$ cat src/rtl/mem_port_arbiter_pkg.sv
// mem_arb_pkg
//   Shared types and constants for the two-requester memory port arbiter.
//   - arb_state_t : FSM state encoding (IDLE / ACCESS / RESP)
//   - REQ0, REQ1  : requester IDs used for the grant, the `last` record and
//                   per-requester steering of done/rdata
package mem_arb_pkg;

  typedef enum logic [1:0] {
    IDLE   = 2'd0,
    ACCESS = 2'd1,
    RESP   = 2'd2
  } arb_state_t;

  localparam logic REQ0 = 1'b0;
  localparam logic REQ1 = 1'b1;

endpackage

$ cat src/rtl/mem_port_arbiter_rr_select.sv
// rr_select
//   Combinational two-way round-robin pick.
//   Ports:
//     req0, req1 : request levels
//     last       : ID of the requester served most recently
//     any        : at least one request is pending
//     win_id     : ID of the requester to grant (REQ0 when nothing pending)
module rr_select
  import mem_arb_pkg::*;
(
  input  logic req0,
  input  logic req1,
  input  logic last,
  output logic any,
  output logic win_id
);

  always_comb begin
    any    = req0 | req1;
    win_id = REQ0;
    if (req0 && req1) begin
      // On a tie the requester that was not served last time wins.
      win_id = ~last;
    end else if (req1) begin
      win_id = REQ1;
    end
  end

endmodule

$ cat src/rtl/mem_port_arbiter.sv
// mem_port_arbiter
//   Round-robin arbiter sharing one single-port word memory (combinational
//   read, write on the clock edge) between two requesters. Each request is a
//   single-word read or write: it is latched in IDLE, driven to the memory
//   for one ACCESS cycle, and completed with a one-cycle done pulse in RESP.
//   Ports:
//     clock, reset        : rising-edge clock, synchronous active-high reset
//     req*/we*/addr*/wdata*: requester command (held until matching done)
//     done*               : one-cycle completion pulse per requester
//     rdata*              : last word read on behalf of each requester
//     mem_re/mem_we       : memory read / write enables
//     mem_drive           : enable for the external bus driver (= mem_we)
//     mem_addr/mem_wdata  : latched address / write data to the memory
//     mem_rdata           : memory data bus as observed
//     busy                : FSM is not in IDLE
module mem_port_arbiter
  import mem_arb_pkg::*;
#(
  parameter int unsigned DW = 16,
  parameter int unsigned W  = 256,
  parameter int unsigned AW = $clog2(W)
) (
  input  logic          clock,
  input  logic          reset,
  input  logic          req0,
  input  logic          req1,
  input  logic          we0,
  input  logic          we1,
  input  logic [AW-1:0] addr0,
  input  logic [AW-1:0] addr1,
  input  logic [DW-1:0] wdata0,
  input  logic [DW-1:0] wdata1,
  output logic          done0,
  output logic          done1,
  output logic [DW-1:0] rdata0,
  output logic [DW-1:0] rdata1,
  output logic          mem_re,
  output logic          mem_we,
  output logic          mem_drive,
  output logic [AW-1:0] mem_addr,
  output logic [DW-1:0] mem_wdata,
  input  logic [DW-1:0] mem_rdata,
  output logic          busy
);

  arb_state_t    r_state;
  arb_state_t    w_next;
  logic          r_last;
  logic          r_id;
  logic          r_we;
  logic [AW-1:0] r_addr;
  logic [DW-1:0] r_wdata;
  logic [DW-1:0] r_rdata0;
  logic [DW-1:0] r_rdata1;

  logic          w_any;
  logic          w_win_id;
  logic          w_latch;
  logic          w_mem_re;
  logic          w_mem_we;
  logic          w_done0;
  logic          w_done1;
  logic          w_busy;

  logic          w_sel_we;
  logic [AW-1:0] w_sel_addr;
  logic [DW-1:0] w_sel_wdata;

  rr_select u_rr_select (
    .req0   (req0),
    .req1   (req1),
    .last   (r_last),
    .any    (w_any),
    .win_id (w_win_id)
  );

  assign w_sel_we    = (w_win_id == REQ1) ? we1    : we0;
  assign w_sel_addr  = (w_win_id == REQ1) ? addr1  : addr0;
  assign w_sel_wdata = (w_win_id == REQ1) ? wdata1 : wdata0;

  // Next-state and output decode.
  always_comb begin
    w_next   = r_state;
    w_latch  = 1'b0;
    w_mem_re = 1'b0;
    w_mem_we = 1'b0;
    w_done0  = 1'b0;
    w_done1  = 1'b0;
    w_busy   = (r_state != IDLE);

    unique case (r_state)
      IDLE: begin
        if (w_any) begin
          w_latch = 1'b1;
          w_next  = ACCESS;
        end
      end
      ACCESS: begin
        w_mem_re = ~r_we;
        // Gated by reset so a write caught by reset never commits.
        w_mem_we = r_we & ~reset;
        w_next   = RESP;
      end
      RESP: begin
        w_done0 = (r_id == REQ0);
        w_done1 = (r_id == REQ1);
        w_next  = IDLE;
      end
      default: begin
        w_next = IDLE;
      end
    endcase
  end

  always_ff @(posedge clock) begin
    if (reset) begin
      r_state  <= IDLE;
      r_last   <= REQ1;
      r_id     <= REQ0;
      r_we     <= 1'b0;
      r_addr   <= '0;
      r_wdata  <= '0;
      r_rdata0 <= '0;
      r_rdata1 <= '0;
    end else begin
      r_state <= w_next;

      if (w_latch) begin
        r_id    <= w_win_id;
        r_we    <= w_sel_we;
        r_addr  <= w_sel_addr;
        r_wdata <= w_sel_wdata;
      end

      if (r_state == ACCESS && !r_we) begin
        if (r_id == REQ1) begin
          r_rdata1 <= mem_rdata;
        end else begin
          r_rdata0 <= mem_rdata;
        end
      end

      if (r_state == RESP) begin
        r_last <= r_id;
      end
    end
  end

  assign done0     = w_done0;
  assign done1     = w_done1;
  assign rdata0    = r_rdata0;
  assign rdata1    = r_rdata1;
  assign mem_re    = w_mem_re;
  assign mem_we    = w_mem_we;
  assign mem_drive = w_mem_we;
  assign mem_addr  = r_addr;
  assign mem_wdata = r_wdata;
  assign busy      = w_busy;

endmodule

$ cat config.mk
export PLATFORM = sky130hd
export DESIGN_NAME = mem_port_arbiter
export DESIGN_NICKNAME = d
export VERILOG_FILES = /design/src/rtl/mem_port_arbiter_pkg.sv /design/src/rtl/mem_port_arbiter_rr_select.sv /design/src/rtl/mem_port_arbiter.sv
export SDC_FILE = /design/constraint.sdc
export NUM_CORES = 1
export LEC_CHECK = 0
export CORE_MARGIN = 2
export CORE_UTILIZATION = 40
export DETAILED_ROUTE_END_ITERATION = 12
export DONT_BUFFER_PORTS = 1
export HOLD_SLACK_MARGIN = 0.15
export PLACE_DENSITY_LB_ADDON = 0.15
export SYNTH_ARGS = -nofsm -noshare
export SYNTH_HDL_FRONTEND = slang
export SYNTH_SLANG_ARGS = --single-unit
export TNS_END_PERCENT = 1
$ cat constraint.sdc
create_clock -name clock -period 1.9 [get_ports clock]
set_input_delay 0.475 -clock clock [delete_from_list [all_inputs] [get_ports clock]]
set_output_delay 0.475 -clock clock [all_outputs]
set_load 0.01 [all_outputs]
==> qor.yml, run 1 <==
synth_simple_gate_area_frac: 0.226
start_util: 0.414
r2r-start: "r_state[0]"
die_w_um: 82.5
start_kind: "flip-flop"
slowest_delay_ns: 0.38
routed_wl_um: 6210
met1_usage: 0.219
yosys_warnings: 0
synth_xor_area_frac: 0
relSlewSlack: 0.598
grt_util_met3: 0.0750
synth_top_family_by_area: "simple AND/OR/NAND/NOR gates"
diodes: 0
yosysMostFrequentCell: "nand2_1"
synth_cells: 308
synth_area_leaders: "dfxtp_1 50%, nand2_1 17%, a21oi_1 12%"
drt_iter0_markers: 57
finalSetupViolCount: 0
worstHoldPathType: "input port to flip-flop"
whs_ns: 0.202
postRouteAntennaNets: 0
combPwrFrac: 0.099
top_usage_layer: "met2"
period_share: 0.913
postCtsSetupRepairBufs: 0
clockPowerShare: 0.396
path_max_fanout: 7
rr_worst_depth: 3
mappedNetlistArea_sq_um: 2460
syn_area_per_cell_sq_um: 8.00
numCtsBuffers: 9
via_count: 2077
cp.arrival_ns: 1.26
via_per_inst: 5.52
critPathCaptureType: "primary output"
ir_drop_v: 0.000466
crit_chain: "nand2b_1 -> nor2_1 -> and2_1"
synth_fa_ha_area_frac: 0
hold_viol: 0
hpwl_um: 4040
gp_congestion: 0.683
yosysSeqAreaShare: 0.495
crit_required_ns: 1.42
wl_per_cell_um: 16.5
post_cts_resized: 0
use_met2: 0.268
skew_ns: 0.00804
drv_slew: 0
grt_usage: 0.178
status: "finished, final reports clean"
fin_tns_setup_ns: 0
path_class: "flip-flop to primary output"
io_buffers: 0
p_switching_mw: 0.781
synth_compound_area_frac: 0.221
synth_common_cells: "114 x nand2_1, 61 x dfxtp_1, 58 x a21oi_1"
syn-num-nets: 378
cp-startpoint: "r_state[1]"
rsz0062_at_grt: "no"
synth-async-reset-ratio: 0
fp.dieArea_sq_um: 6810
power_density_nw_per_um2: 1100
multiInputGateArea_sq_um: 1100
critPathCapture: "mem_drive"
maxCapViolCount: 0
clkTransAtPathRegs_ns: 0.07
grt_pass1_vias: 1901
grt_max_degree: 62
postLayoutCellArea_sq_um: 2660
clock-root-buffer: "clkbuf_8"
dr.pass1.iters: 4
place_area_sq_um: 2460
p_leak_nw: 0.938
ys.flop_type: "dfxtp_1"
clock_latency_ns: 0.33
final.min_clock_period_ns: 1.73
swShare: 0.266
reg2reg_to: "rdata0[2]"
yosysTopAreaCell: "dfxtp_1"
regArea_sq_um: 1220
intPower_mw: 2.15
hold_buffers: 0
utilization: 0.447
cts_htree_levels: 3
yosysTopAreaCellShare: 0.495
io_pins: 132
path_delay_family: "simple AND/OR/NAND/NOR gates"
fillers: 619
drc_errors: 0
synth.ff_latch_count: 61
seqPwrFrac: 0.506
cts_tree: "yes"
grt_pass1_wl_um: 9090
rows: 28
crit_buf_inv: 0
cts.sinks: 61
r2r_slack_ns: 0.36
drive_gt1_frac: 0.0930
coreArea_sq_um: 5960
nets: 367
antenna_found_initial: 0
worst-path-stages: 3
worstMarginPinSlew_ns: 0.602
synth-edff-count: 0
areaGrowthSynthToFinish_pct: 7.92
synthMuxAreaShare: 0
worst_path_max_delay_cell: "dfxtp_1"
synth_cell_types: 27
clock.fmax_mhz: 577
clockBufferDepth: 2
grt_overflow: 0
dieHeight_um: 82.5
-- kinds of logic after synthesis --
kind of cell	Yosys count
simple gates	131
compound gates	87
flops	61
buf+inv	29
-- sequential cells by signal, indices dropped and copies added, names as in the netlist --
name / cells
r_last: 1
mem_wdata: 16
r_state: 2
r_we: 1
mem_addr: 8
rdata0: 16
rdata1: 16
r_id: 1
-- stage by stage --
step           std cells  power, mW  setup slack [ns]
3_3_place_gp         361       1.80             0.382
5_1_grt              376       3.06            0.0766
2_1_floorplan        308       1.76             0.363
6_report             376       2.93             0.166
3_5_place_dp         361       1.81             0.338
4_1_cts              376       2.97             0.141
-- cell type report --
class / count / area share
clock buffer: 11 / 0.0569
clock inverter: 4 / 0.0179
inverter: 2 / 0.00282
multi-input combinational: 218 / 0.414
sequential: 61 / 0.459
tap: 75 / 0.0353
timing repair buffer: 5 / 0.0141
-- power groups by stage --
stage | clock, mW | combinational (mW) | sequential (mW)
floorplan | 0 | 0.264 | 1.49
global placement | 0 | 0.289 | 1.51
detailed placement | 0 | 0.296 | 1.51
CTS | 1.19 | 0.294 | 1.48
global route | 1.24 | 0.330 | 1.50
finish | 1.16 | 0.290 | 1.48
-- worst min path at each step --
stage	depth (start not counted)	startpoint	slack (ns)	endpoint
2_1_floorplan	2	rdata0[0]	0.48	rdata0[0]
3_3_place_gp	2	rdata1[8]	0.48	rdata1[8]
3_5_place_dp	2	rdata1[8]	0.49	rdata1[8]
4_1_cts	1	reset	0.18	rdata1[12]
5_1_grt	1	reset	0.18	rdata1[1]
6_report	1	reset	0.20	rdata1[1]
-- placed cells by master (no fill, tap or decap), types with 2 or more instances in the layout --
cell / Yosys / routed
nor2_1: 5 / 5
dfxtp_1: 61 / 61
nand2b_1: 2 / 2
buf_4: 1 / 5
a21oi_1: 58 / 58
a311oi_1: 25 / 25
clkinv_2: 0 / 2
clkbuf_8: 0 / 11
nand2_1: 114 / 114
-- routing by layer --
metal	wire, um	vias up	share of wire
li1	-	1030	-
met1	2630	935	0.42
met2	2710	100	0.44
met3	752	12	0.12
met4	116	0	0.019
met5	0	-	0
No activity file was read; power rests on OpenSTA's default activity.
==> run 2: changes to the inputs <==
--- a/config.mk
+++ b/config.mk
@@ -6,10 +6,10 @@
 export NUM_CORES = 1
 export LEC_CHECK = 0
 export CORE_MARGIN = 2
-export CORE_UTILIZATION = 40
+export CORE_UTILIZATION = 61
 export DETAILED_ROUTE_END_ITERATION = 12
 export DONT_BUFFER_PORTS = 1
-export HOLD_SLACK_MARGIN = 0.15
+export GPL_TIMING_DRIVEN = 0
 export PLACE_DENSITY_LB_ADDON = 0.15
 export SYNTH_ARGS = -nofsm -noshare
 export SYNTH_HDL_FRONTEND = slang
==> run 2 against run 1 <==
Compared with the run above: non-clock buffer count rose by 22; maximum frequency fell by 2.5%; clock power rose by 20%; sequential share of layout area fell by 1.8 points; sequential power barely moved; core utilization rose by 26 points; critical endpoint is now mem_we; largest cell class unchanged.
==> qor.yml, run 2 (synthesis gave the netlist of run 1 again) <==
utilization: 0.702  # +0.256
p_leak_nw: 1.02  # +8.8%
r2r-start: "r_state[1]"
fp.dieArea_sq_um: 4570  # -33%
cts_tree: "yes"
io_buffers: 0  # unchanged
rows: 23  # -18%
dr_wl_met3_um: 840  # +12%
drive_gt1_frac: 0.133  # +0.0397
clock.fmax_mhz: 562  # -2.5%
grt_overflow: 0  # unchanged
wl_per_cell_um: 16.5  # -0.29%
dp_cells: 358  # -0.83%
cp.arrival_ns: 1.30  # +0.04 ns
hold_buffers: 0  # unchanged
fin_tns_setup_ns: 0  # unchanged
areaGrowthSynthToFinish_pct: 12.3
status: "finished, final reports clean"
die_w_um: 67.6  # -18%
min-delay-start: "mem_rdata[9]"
rr_worst_depth: 5  # +2
layout_common_cells: "114 x nand2_1, 60 x dfxtp_1, 58 x a21oi_1, 25 x a311oi_1, 16 x buf_2"
relSlewSlack: 0.658  # +0.0607
io_pins: 132  # unchanged
cts_htree_levels: 3  # unchanged
via_count: 2171  # +4.5%
final.min_clock_period_ns: 1.78  # +0.0440 ns
cts.sinks: 61  # unchanged
postRouteAntennaNets: 0  # unchanged
clock_latency_ns: 0.33  # about the same
power_density_nw_per_um2: 1160  # +4.8%
dr_wl_met2_um: 2810  # +3.6%
ir_drop_v: 0.000697  # +50%
routed_wl_um: 6160  # -0.82%
post_cts_resized: 0  # unchanged
drc_errors: 0  # unchanged
setup_ws_ns: 0.122  # -0.0440 ns
skew_ns: 0.00669  # -0.00135 ns
finalSetupViolCount: 0  # unchanged
top_layer: "met4"
coreArea_sq_um: 3940  # -34%
start_kind: "flip-flop"
period_share: 0.936  # +0.0232
fin_cells: 374  # -0.53%
clockBufferDepth: 2  # unchanged
drv_slew: 0  # unchanged
diodes: 0  # unchanged
met1_length_um: 2430  # -7.4%
start_util: 0.625  # +0.211
hpwl_um: 4310  # +6.7%
final_common_cell: "nand2_1"
rsz0062_at_grt: "no"
dr.pass1.iters: 4  # unchanged
postCtsSetupRepairBufs: 0  # unchanged
path_max_fanout: 7  # unchanged
clock-root-buffer: "clkbuf_8"
worstMarginPinSlew_ns: 0.513  # -0.0897 ns
path_class: "flip-flop to primary output"
critPathCaptureType: "primary output"
r2r_slack_ns: 0.29  # -0.07 ns
gp_congestion: 0.732  # +7.1%
grt_usage: 0.268  # +0.0896
worstHoldPathCells: 2  # +1
grt_max_degree: 11  # -82%
clkTransAtPathRegs_ns: 0.06  # about the same
dieHeight_um: 67.6  # -18%
grt_pass1_wl_um: 9050  # -0.54%
min_to: "rdata1[9]"
drt_iter0_markers: 95  # +67%
worstHoldPathType: "input port to flip-flop"
dp_worst_setup_slack_ns: 0.254  # -0.0839 ns
via_per_inst: 5.80  # +5.1%
hold_viol: 0  # unchanged
antenna_found_initial: 0  # unchanged
grt_pass1_vias: 1963  # +3.3%
reg2reg_to: "mem_addr[4]"
maxCapViolCount: 0  # unchanged
whs_ns: 0.272  # +0.0696 ns
numCtsBuffers: 9  # unchanged
crit_required_ns: 1.42  # about the same
nets: 389  # +6.0%
-- run 2: cell count changes in the layout (fill, tap and decap cells not counted), sizes merged --
cell,previous run,this run
bufinv,1,3
clkinvlp,1,0
clkinv,2,1
clkbuf,11,21
buf,5,18
-- run 2: how the worst max path moves through the flow --
stage,from,end,slack (ns),cells past startpoint
2_1_floorplan,reset,mem_we,0.36,4
3_3_place_gp,reset,mem_we,0.26,4
3_5_place_dp,reset,mem_we,0.25,4
4_1_cts,r_state[1],mem_we,0.04,4
5_1_grt,r_state[0],mem_we,0.04,4
6_report,r_state[0],mem_we,0.12,4
-- run 2: stage by stage --
stage / cell area, sq um / power, mW
finish: 2770 / 3.20
global route: 2770 / 3.32
CTS: 2770 / 3.21
detailed placement: 2530 / 1.84
global placement: 2530 / 1.83
floorplan: 2460 / 1.76
-- run 2: area by class of cell --
type | instances | area, sq um
Multi-Input combinational cell | 218 | 1100
Clock inverter | 4 | 95.1
Buffer | 27 | 135
Clock buffer | 12 | 145
Tap cell | 50 | 62.6
Inverter | 2 | 7.51
Fill cell | 331 | 1170
Sequential cell | 61 | 1220
-- run 2: critical path, cell delays in order, from the launching register on --
cell and delay (ns):
dfxtp_1 0.42, nand2b_1 0.10, nor2_1 0.11, and2_1 0.20, buf_4 0.14
-- run 2: layer usage --
layer,track usage,vias up
met2,0.431,110
li1,-,1077
met5,0,-
met4,0.0918,0
met3,0.140,7
met1,0.302,977
-- run 2: power breakdown --
part	switching [mW]	internal, mW	leakage, nW	total [mW]
clock network	0.479	0.906	0.121	1.39
registers	0.115	1.37	0.500	1.49
logic	0.200	0.126	0.399	0.326
